[src/rtl/dac_beta_pkg.sv]
// Shared Beta-array definitions used by the 5->18 decoder and the 18->5 encoder.
package dac_beta_pkg;

  localparam int N_ELEM_BETA = 18;
  localparam int W_BETA      = 5;
  localparam int BETA_MAX    = 18;

  typedef logic [N_ELEM_BETA-1:0] therm18_t;
  typedef logic [W_BETA-1:0]      beta_code_t;

endpackage

[src/rtl/encode18_5_beta_therm_bubble_chk.sv]
// Combinational thermometer legality check.
// A word is legal when it has the form (1<<k)-1, which is the same as
// "adding one clears every set bit": (t & (t+1)) == 0. The 18-bit wrap
// of all-ones + 1 = 0 makes the full-scale word legal as well.
// msb_idx is one-based: position of the highest set bit + 1, or 0 for an all-zero word.
module therm_bubble_chk
  import dac_beta_pkg::*;
#(
  parameter int N = N_ELEM_BETA,
  parameter int W = W_BETA
) (
  input  logic [N-1:0] therm,
  output logic         legal,
  output logic [W-1:0] msb_idx
);

  logic [N-1:0] plus_one;

  assign plus_one = therm + N'(1);
  assign legal    = ((therm & plus_one) == '0);

  // Priority scan: later (higher) set bits overwrite earlier ones.
  always_comb begin
    msb_idx = '0;
    for (int i = 0; i < N; i++) begin
      if (therm[i]) msb_idx = W'(i + 1);
    end
  end

endmodule

[src/rtl/encode18_5_beta.sv]
// Thermometer-to-binary encoder for the 18-element Beta array.
// Optional feature macro: BUBBLE_CORR_EN (3-tap majority bubble correction).
//
// Handshake: a transfer happens on a port in any cycle where valid && ready
// are both high. S2 loads when it is empty or its word is being consumed;
// S1 loads when S2 loads or S1 is empty. in_ready is combinational from
// out_ready (no skid buffer). A stalled output holds code_out/bubble_err.
module encode18_5_beta
  import dac_beta_pkg::*;
#(
  parameter int N_ELEM    = N_ELEM_BETA,
  parameter int W_OUT     = W_BETA,
  parameter int ERR_CNT_W = 8
) (
  input  logic                 clk,
  input  logic                 rst,
  input  logic [N_ELEM-1:0]    therm_in,
  input  logic                 in_valid,
  output logic                 in_ready,
  output logic [W_OUT-1:0]     code_out,
  output logic                 out_valid,
  input  logic                 out_ready,
  output logic                 bubble_err,
  output logic [ERR_CNT_W-1:0] err_count,
  input  logic                 err_clr
);

  localparam logic [ERR_CNT_W-1:0] ERR_MAX = '1;

  logic             s1_valid;
  logic             s1_bubble;
  logic             s1_load;
  logic             s2_load;
  logic             accept;
  logic             chk_legal;
  logic [W_OUT-1:0] chk_msb;
  logic [W_OUT-1:0] enc_code;

  therm_bubble_chk #(
    .N (N_ELEM),
    .W (W_OUT)
  ) u_chk (
    .therm   (therm_in),
    .legal   (chk_legal),
    .msb_idx (chk_msb)
  );

  assign s2_load  = !out_valid || out_ready;
  assign s1_load  = !s1_valid || s2_load;
  assign in_ready = s1_load;
  assign accept   = in_valid && in_ready;

`ifdef BUBBLE_CORR_EN
  // S1 keeps the raw word; the majority filter runs between S1 and S2.
  logic [N_ELEM-1:0] s1_therm;
  logic [N_ELEM+1:0] ext;
  logic [W_OUT-1:0]  pop;
  logic              maj;

  // S1 payload register.
  always_ff @(posedge clk or posedge rst) begin
    if (rst)                  s1_therm <= '0;
    else if (s1_load && accept) s1_therm <= therm_in;
  end

  // Majority filter with the lower boundary tied on and the upper tied off,
  // then population count clamped to full scale.
  always_comb begin
    ext = {1'b0, s1_therm, 1'b1};
    pop = '0;
    maj = 1'b0;
    for (int i = 0; i < N_ELEM; i++) begin
      maj = (ext[i] & ext[i+1]) | (ext[i] & ext[i+2]) | (ext[i+1] & ext[i+2]);
      pop = pop + W_OUT'(maj);
    end
    enc_code = (pop > W_OUT'(N_ELEM)) ? W_OUT'(N_ELEM) : pop;
  end
`else
  // Without correction only the highest set bit matters, so S1 keeps that.
  logic [W_OUT-1:0] s1_msb;

  // S1 payload register.
  always_ff @(posedge clk or posedge rst) begin
    if (rst)                  s1_msb <= '0;
    else if (s1_load && accept) s1_msb <= chk_msb;
  end

  // Highest-set-bit encoding, already one-based from the checker.
  always_comb begin
    enc_code = s1_msb;
  end
`endif

  // S1 valid and raw bubble flag.
  always_ff @(posedge clk or posedge rst) begin
    if (rst) begin
      s1_valid  <= 1'b0;
      s1_bubble <= 1'b0;
    end else if (s1_load) begin
      s1_valid <= in_valid;
      if (accept) s1_bubble <= !chk_legal;
    end
  end

  // S2 output register; holds while the consumer stalls.
  always_ff @(posedge clk or posedge rst) begin
    if (rst) begin
      out_valid  <= 1'b0;
      code_out   <= '0;
      bubble_err <= 1'b0;
    end else if (s2_load) begin
      out_valid <= s1_valid;
      if (s1_valid) begin
        code_out   <= enc_code;
        bubble_err <= s1_bubble;
      end
    end
  end

  // Saturating bubble counter; clear takes effect before the same-cycle count.
  always_ff @(posedge clk or posedge rst) begin
    if (rst) begin
      err_count <= '0;
    end else if (err_clr) begin
      err_count <= (accept && !chk_legal) ? ERR_CNT_W'(1) : '0;
    end else if (accept && !chk_legal && (err_count != ERR_MAX)) begin
      err_count <= err_count + 1'b1;
    end
  end

endmodule

[config.mk]
export PLATFORM = sky130hd
export DESIGN_NAME = encode18_5_beta
export DESIGN_NICKNAME = d
export VERILOG_FILES = /design/src/rtl/dac_beta_pkg.sv /design/src/rtl/encode18_5_beta_therm_bubble_chk.sv /design/src/rtl/encode18_5_beta.sv
export SDC_FILE = /design/constraint.sdc
export NUM_CORES = 1
export LEC_CHECK = 0
export ABC_AREA = 1
export CORE_UTILIZATION = 47
export CTS_CLUSTER_DIAMETER = 100
export CTS_CLUSTER_SIZE = 24
export DETAILED_ROUTE_END_ITERATION = 10
export PLACE_DENSITY = 0.79
export SLEW_MARGIN = 20
export SYNTH_ARGS = -nofsm -noshare
export SYNTH_HDL_FRONTEND = slang
export SYNTH_HIERARCHICAL = 1
export SYNTH_SLANG_ARGS = --single-unit
[constraint.sdc]
create_clock -name clk -period 1.4 [get_ports clk]
set_input_delay 0.42 -clock clk [delete_from_list [all_inputs] [get_ports clk]]
set_output_delay 0.42 -clock clk [all_outputs]
set_load 0.02 [all_outputs]
* Word-level counts from Yosys, hierarchy flattened
Index checks and enable logic that the tools add are counted.
Storage, ports and cells: flip-flop bits (word level) 22, input bits 23, output and inout port bits 16, logic and storage cells 45
Cells by class: add/subtract/negate cells 2, equal/unequal tests 1, muxes and demuxes 21, bitwise operators 1, reduce and logical (&&, ||, !) cells 13
Operator list (number):
- 4-bit two-way mux | 8
- 18-bit by 1-bit adder with 18-bit output, second input constant | 1
- 18-bit AND | 1
- 18-bit logical NOT | 1
- 8-bit two-way mux | 2
- 5-bit two-way mux | 3
- 3-bit two-way mux | 4
- 8-bit by 1-bit adder with 8-bit output, second input constant | 1
- 8-bit != test, second input constant | 1
- 1-bit logical AND | 4
- 2-bit two-way mux | 2
- 2-bit AND reduction | 2
- 1-bit logical NOT | 3
- 1-bit logical OR | 2
- 1-bit two-way mux | 2
- 2-bit nonzero test | 1

* Logic depth before layout (Yosys ltp)
Gate-level depths: netlist of the first run.
depth in word-level cells 18, gate-level depth with buffers 19, mapped depth without buffers 19

* Hierarchy
The synthesis of the first run kept the hierarchy.
By module, submodules not included:
- encode18_5_beta | instances 1, cells each 127, area each 1052.3 sq um, seq. area each 550.5 sq um
- therm_bubble_chk | instances 1, cells each 75, area each 332.8 sq um, seq. area each 0.0 sq um

* Worst setup path before layout of the first run
No wires, ideal clock.
kind input to register, from input therm_in[9], to register err_count[4], setup time 117 ps, data arrival time 1628 ps, path slack -345 ps, stages on the path 11, cell sequence inv_2 > nor4_1 > nand4_1 > a2111oi_2 > inv_1 > nand3_1 > inv_1 > nand2_4 > nand2_4 > nand2_1 > nand2_1
On the way: cells in the longest elaborated chain, start to end 7
Ends and longest elaborated chain:
- start: declaration | line encode18_5_beta.sv:17 | input logic [N_ELEM-1:0] therm_in,
- 18-bit by 1-bit adder with 18-bit output | line encode18_5_beta_therm_bubble_chk.sv:19 | assign plus_one = therm + N'(1);
- 18-bit AND (*) | line encode18_5_beta_therm_bubble_chk.sv:20 | assign legal = ((therm & plus_one) == '0);
- 18-bit logical NOT (*) | line encode18_5_beta_therm_bubble_chk.sv:20
- via chk_legal | line encode18_5_beta.sv:35 | logic chk_legal;
- 1-bit logical NOT (*) | line encode18_5_beta.sv:126 | end else if (accept && !chk_legal && (err_count != ERR_MAX)) begin
- 1-bit logical AND (*) (2 in series) | line encode18_5_beta.sv:126
- 2-bit nonzero test (no line) (*)
- end signal: assignment | line encode18_5_beta.sv:125 | err_count <= (accept && !chk_legal) ? ERR_CNT_W'(1) : '0;
- end signal: assignment | line encode18_5_beta.sv:127 | err_count <= err_count + 1'b1;
- end: declaration | line encode18_5_beta.sv:24 | output logic [ERR_CNT_W-1:0] err_count,
The timed path passes the listed nets; every way through them passes the cells marked *. A chain may end at the register's enable or synchronous reset.

* Worst setup path after layout of the first run
from input therm_in[6], to register err_count[4]
Same word-level chain as after synthesis.

==> results of run 1 <==
[metrics by stage]
step | setup slack, ps | power [uW]
after global placement | -975 | 1450
after CTS | -186 | 1840
after global routing | -393 | 1950
after floorplan | -283 | 1080
after detailed placement | -1000 | 1480
final | -275 | 1850
[synth_stat cells]
master / count / area, um2
sky130_fd_sc_hd__mux2_2: 3 / 33.8
sky130_fd_sc_hd__nand3_2: 1 / 10.0
sky130_fd_sc_hd__inv_2: 1 / 3.75
sky130_fd_sc_hd__nor4_1: 1 / 6.26
sky130_fd_sc_hd__a2111oi_2: 1 / 15.0
sky130_fd_sc_hd__a21oi_1: 6 / 30.0
sky130_fd_sc_hd__dfrtp_1: 22 / 551
sky130_fd_sc_hd__nand2_4: 2 / 22.5
sky130_fd_sc_hd__a221oi_1: 1 / 8.76
sky130_fd_sc_hd__nor3_1: 1 / 5.00
sky130_fd_sc_hd__ha_1: 1 / 12.5
sky130_fd_sc_hd__nand2_1: 69 / 259
sky130_fd_sc_hd__nor2_1: 20 / 75.1
sky130_fd_sc_hd__nand3_1: 17 / 85.1
sky130_fd_sc_hd__nand4_1: 2 / 12.5
sky130_fd_sc_hd__o21ai_0: 12 / 60.1
sky130_fd_sc_hd__nor2_4: 1 / 11.3
sky130_fd_sc_hd__o21ai_1: 1 / 5.00
sky130_fd_sc_hd__nand2_2: 2 / 12.5
sky130_fd_sc_hd__a21oi_2: 1 / 8.76
sky130_fd_sc_hd__inv_1: 31 / 116
sky130_fd_sc_hd__o22ai_1: 1 / 6.26
sky130_fd_sc_hd__o31ai_1: 1 / 7.51
sky130_fd_sc_hd__clkbuf_1: 1 / 3.75
sky130_fd_sc_hd__o21bai_1: 1 / 7.51
sky130_fd_sc_hd__a21boi_1: 1 / 7.51
sky130_fd_sc_hd__xnor2_1: 1 / 8.76
[power by group through the flow]
stage               logic [uW]  clock network, uW  registers, uW
finish                     721                352            776
global route               784                376            790
CTS                        708                351            777
detailed placement         688                  0            788
global placement           674                  0            781
floorplan                  212                  0            866
[worst paths after layout]
kind | from | end | slack [ps] | depth (start not counted)
min in group clk | enc_code[0] | enc_code[0] | 500 | 2
min reg2reg | enc_code[0] | enc_code[0] | 500 | 2
max reg2reg | err_count[0] | err_count[4] | -110 | 9
max | therm_in[6] | err_count[4] | -270 | 13
min | rst | bubble_err | 410 | 3
max in group asynchronous | rst | code_out[1] | 850 | 3
[logic make-up (layout without fill, tap and decap cells)]
| group | Yosys count | count (layout) | synth area share |
|---|---|---|---|
| AND/OR/NAND/NOR | 116 | 117 | 0.360 |
| buffers and inverters | 33 | 122 | 0.0894 |
| AO/OA/AOI/OAI | 26 | 26 | 0.113 |
| flip-flops | 22 | 22 | 0.397 |
| multiplexers | 3 | 3 | 0.0244 |
| adder cells (fa/ha/maj) | 1 | 1 | 0.00903 |
| XOR/XNOR | 1 | 1 | 0.00632 |
[per-layer routing]
| metal | up-vias | global-route usage | part of all wire |
|---|---|---|---|
| li1 | 822 | - | - |
| met1 | 759 | 0.328 | 0.41 |
| met2 | 74 | 0.473 | 0.50 |
| met3 | 17 | 0.0276 | 0.050 |
| met4 | 0 | 0.111 | 0.040 |
| met5 | - | 0 | 0 |
[timing repair]
| action | CTS | global route |
|---|---|---|
| gates resized for setup | 136 | 46 |
| pin swaps | 16 | 26 |
| buffers inserted | 5 | 4 |
| cloned | 1 | 0 |
| setup endpoints to repair | 28 | 23 |
[layout make-up]
class | count | area, um2 | share of cell area
flip-flops and latches | 22 | 551 | 0.243
multi-input cells | 148 | 801 | 0.353
clock buffers | 4 | 36.3 | 0.0160
repair buffers | 86 | 703 | 0.310
well taps | 31 | 38.8 | 0.0171
inverters | 32 | 140 | 0.0617
[state kept, by name, summed over array words and instances (netlist names)]
signal,flops
enc_code,5
err_count,8
out_valid,1
s1_valid,1
bubble_err,1
s1_bubble,1
code_out,5
[tightest hold or removal path, cell delays in order]
cell and delay, ps:
sky130_fd_sc_hd__clkdlybuf4s50_1 400, sky130_fd_sc_hd__inv_1 90, sky130_fd_sc_hd__buf_12 170
==> summary.md, run 1 <==
| Metric | Value |
|---|---|
| Outcome | `finished with violations` |
| Violations in the final reports | `negative setup slack` |
| Slew headroom | `0.736` |
| Die ar. | `between 0.003 and 0.004 mm2` |
| Worst slew pin tran | `~400 ps` |
| Count of synthesis-stage warnings from yosys | `6` |
| Static leakage power | `between 0.001 and 0.0015 uW` |
| Post-layout utilization of the core | `0.816` |
| Post-layout nets | `roughly 320` |
| H-tree Lvls | `1` |
| Number of hold-repair buffers added at the cts stage | `0` |
| Final Wtd Congestion | `about 0.84` |
| Area growth from synthesis to layout | `63.9%` |
| Share of synthesized area occupied by flip-flops and latches | `0.397` |
| Unique masters post-synth | `27` |
| CORE AREA | `approximately 0.0028 mm2` |
| Maximum number of pins on one net before global-route repair | `23` |
| Number of instances in the placed design | `310` |
| Comb pwr share | `0.390` |
| Clock share of power | `0.190` |
| TNS Setup | `-2220 ps` |
| Critical-path top delay cell | `sky130_fd_sc_hd__a2111oi_2` |
| Detailed-route wire length per cell | `12.8 um` |
| Vias after detailed routing | `1672` |
| Final setup fails | `11` |
| Post-route non-filler standard cell count | `323` |
| Filler instances | `about 190` |
| Number of instances in the synthesized netlist | `slightly above 200` |
| I/O pin count | `39` |
| Effective utilization at floorplan | `0.498` |
| Highest clock rate | `between 500 and 600 MHz` |
| WP data required | `approximately 1600 ps` |
| Areal power density over the cells | `815 mW/mm2` |
| Crit. End Element | `flop` |
| Fraction of layout instances using a drive strength above 1 | `0.404` |
| Share of power burned in registers | `0.420` |
| Antenna cell count | `0` |
| Most frequent cells in the layout | `sky130_fd_sc_hd__nand2_1 (61), sky130_fd_sc_hd__buf_4 (44), sky130_fd_sc_hd__inv_1 (22), sky130_fd_sc_hd__dfrtp_1 (22), sky130_fd_sc_hd__nor2_1 (19)` |
| Post-Route WL | `approximately 4100 um` |
| Fin. Hold Viols | `0` |
| Clock transition at the registers of the reported paths | `around 120 ps` |
| Final number of max-transition violations | `0` |
| Global-route wire length before repair | `~6600 um` |
| Non-Filler Cell Area, Final | `0.00227 mm2` |
| Detailed-route vias per instance | `just over 5` |
| Startpoint kind of the worst setup timing path | `input port` |
| Crit path max-delay family | `compound AO/OA/AOI/OAI gates` |
| Most common library cell in the layout ignoring fill and taps | `sky130_fd_sc_hd__nand2_1` |
| Worst hold path type | `input port to async pin` |
| Router iterations before antenna repair | `4` |
| IO Port Bufs | `38` |
| Clock tree from TritonCTS | `done` |
| Standard-cell row count | `19` |
| Arrival @ worst endpoint | `approximately 1900 ps` |
| Remaining Overflow, GRT | `0` |
| Detailed-placement wirelength estimate | `about 2800 um` |
| Number of buffer and inverter stages on the critical path | `4` |
| Cell at the root of the clock tree | `sky130_fd_sc_hd__clkbuf_4` |
| Cell breakdown of the critical path | `clkdlybuf4s15_1 -> inv_1 -> o22ai_1 -> a21oi_1 -> nand3_1 -> a2111oi_2 -> inv_1 -> nand3_2 -> inv_2 -> nand2_4 -> nand2_4 -> nand2_2 -> nand2_1` |
| Type of the setup path with the least slack | `input port to flop` |
| Min Hold Slack | `roughly 410 ps` |
| Worst-case clock skew | `about 9 ps` |
| Post-Synthesis Cell Area | `~0.0014 mm2` |
| Worst IR Drop VDD | `0.864 mV` |
| DRC viols | `0` |
| Switching share of power | `0.338` |
| Clock tree sinks | `22` |
| Die outline width | `roughly 56 um` |
| Post-route fraction of the period consumed by the critical path | `1.20` |
| ANT nets after route | `0` |
| Reported net switching power | `roughly 620 uW` |
| Number of DRC violations after detailed-routing iteration 0 | `73` |
| Crit path max fanout | `5` |
| Reported max-cap violation count | `0` |
| Die Y | `approximately 56 um` |
| Number of buffers created by CTS | `3` |
| Fin worst setup slack | `-275 ps` |
| Via count of the first global-routing pass | `between 1500 and 2000` |
| Cell area after placement | `about 0.0021 mm2` |
| Worst-skew pair later-pin latency | `~320 ps` |
| Unrepaired setup endpoints after global routing | `yes` |
| Mean post-synth cell area | `about 6.9 um2` |
| Critical path's largest stage delay | `roughly 280 ps` |
| Syn_nets | `approximately 230` |
| All-Layer GR Usage | `0.266` |
| Number of antenna violations at the first check in global routing | `0` |
| Time the final worst path needs with I/O delays and setup | `roughly 1700 ps` |
| Internal Dissipation | `~1200 uW` |
| CTS max path bufs | `2` |
| Number of flip-flops and latches in the synthesized netlist | `22` |
Note: power is estimated with default switching activity, not from simulation.
==> run 2, diff against run 1 <==
--- a/config.mk
+++ b/config.mk
@@ -8,7 +8,7 @@
 export ABC_AREA = 1
 export CORE_UTILIZATION = 47
 export CTS_CLUSTER_DIAMETER = 100
-export CTS_CLUSTER_SIZE = 24
+export CTS_CLUSTER_SIZE = 40
 export DETAILED_ROUTE_END_ITERATION = 10
 export PLACE_DENSITY = 0.79
 export SLEW_MARGIN = 20
==> results of run 2 <==
No change in the layout: final DEF, timing and power equal those of run 1.
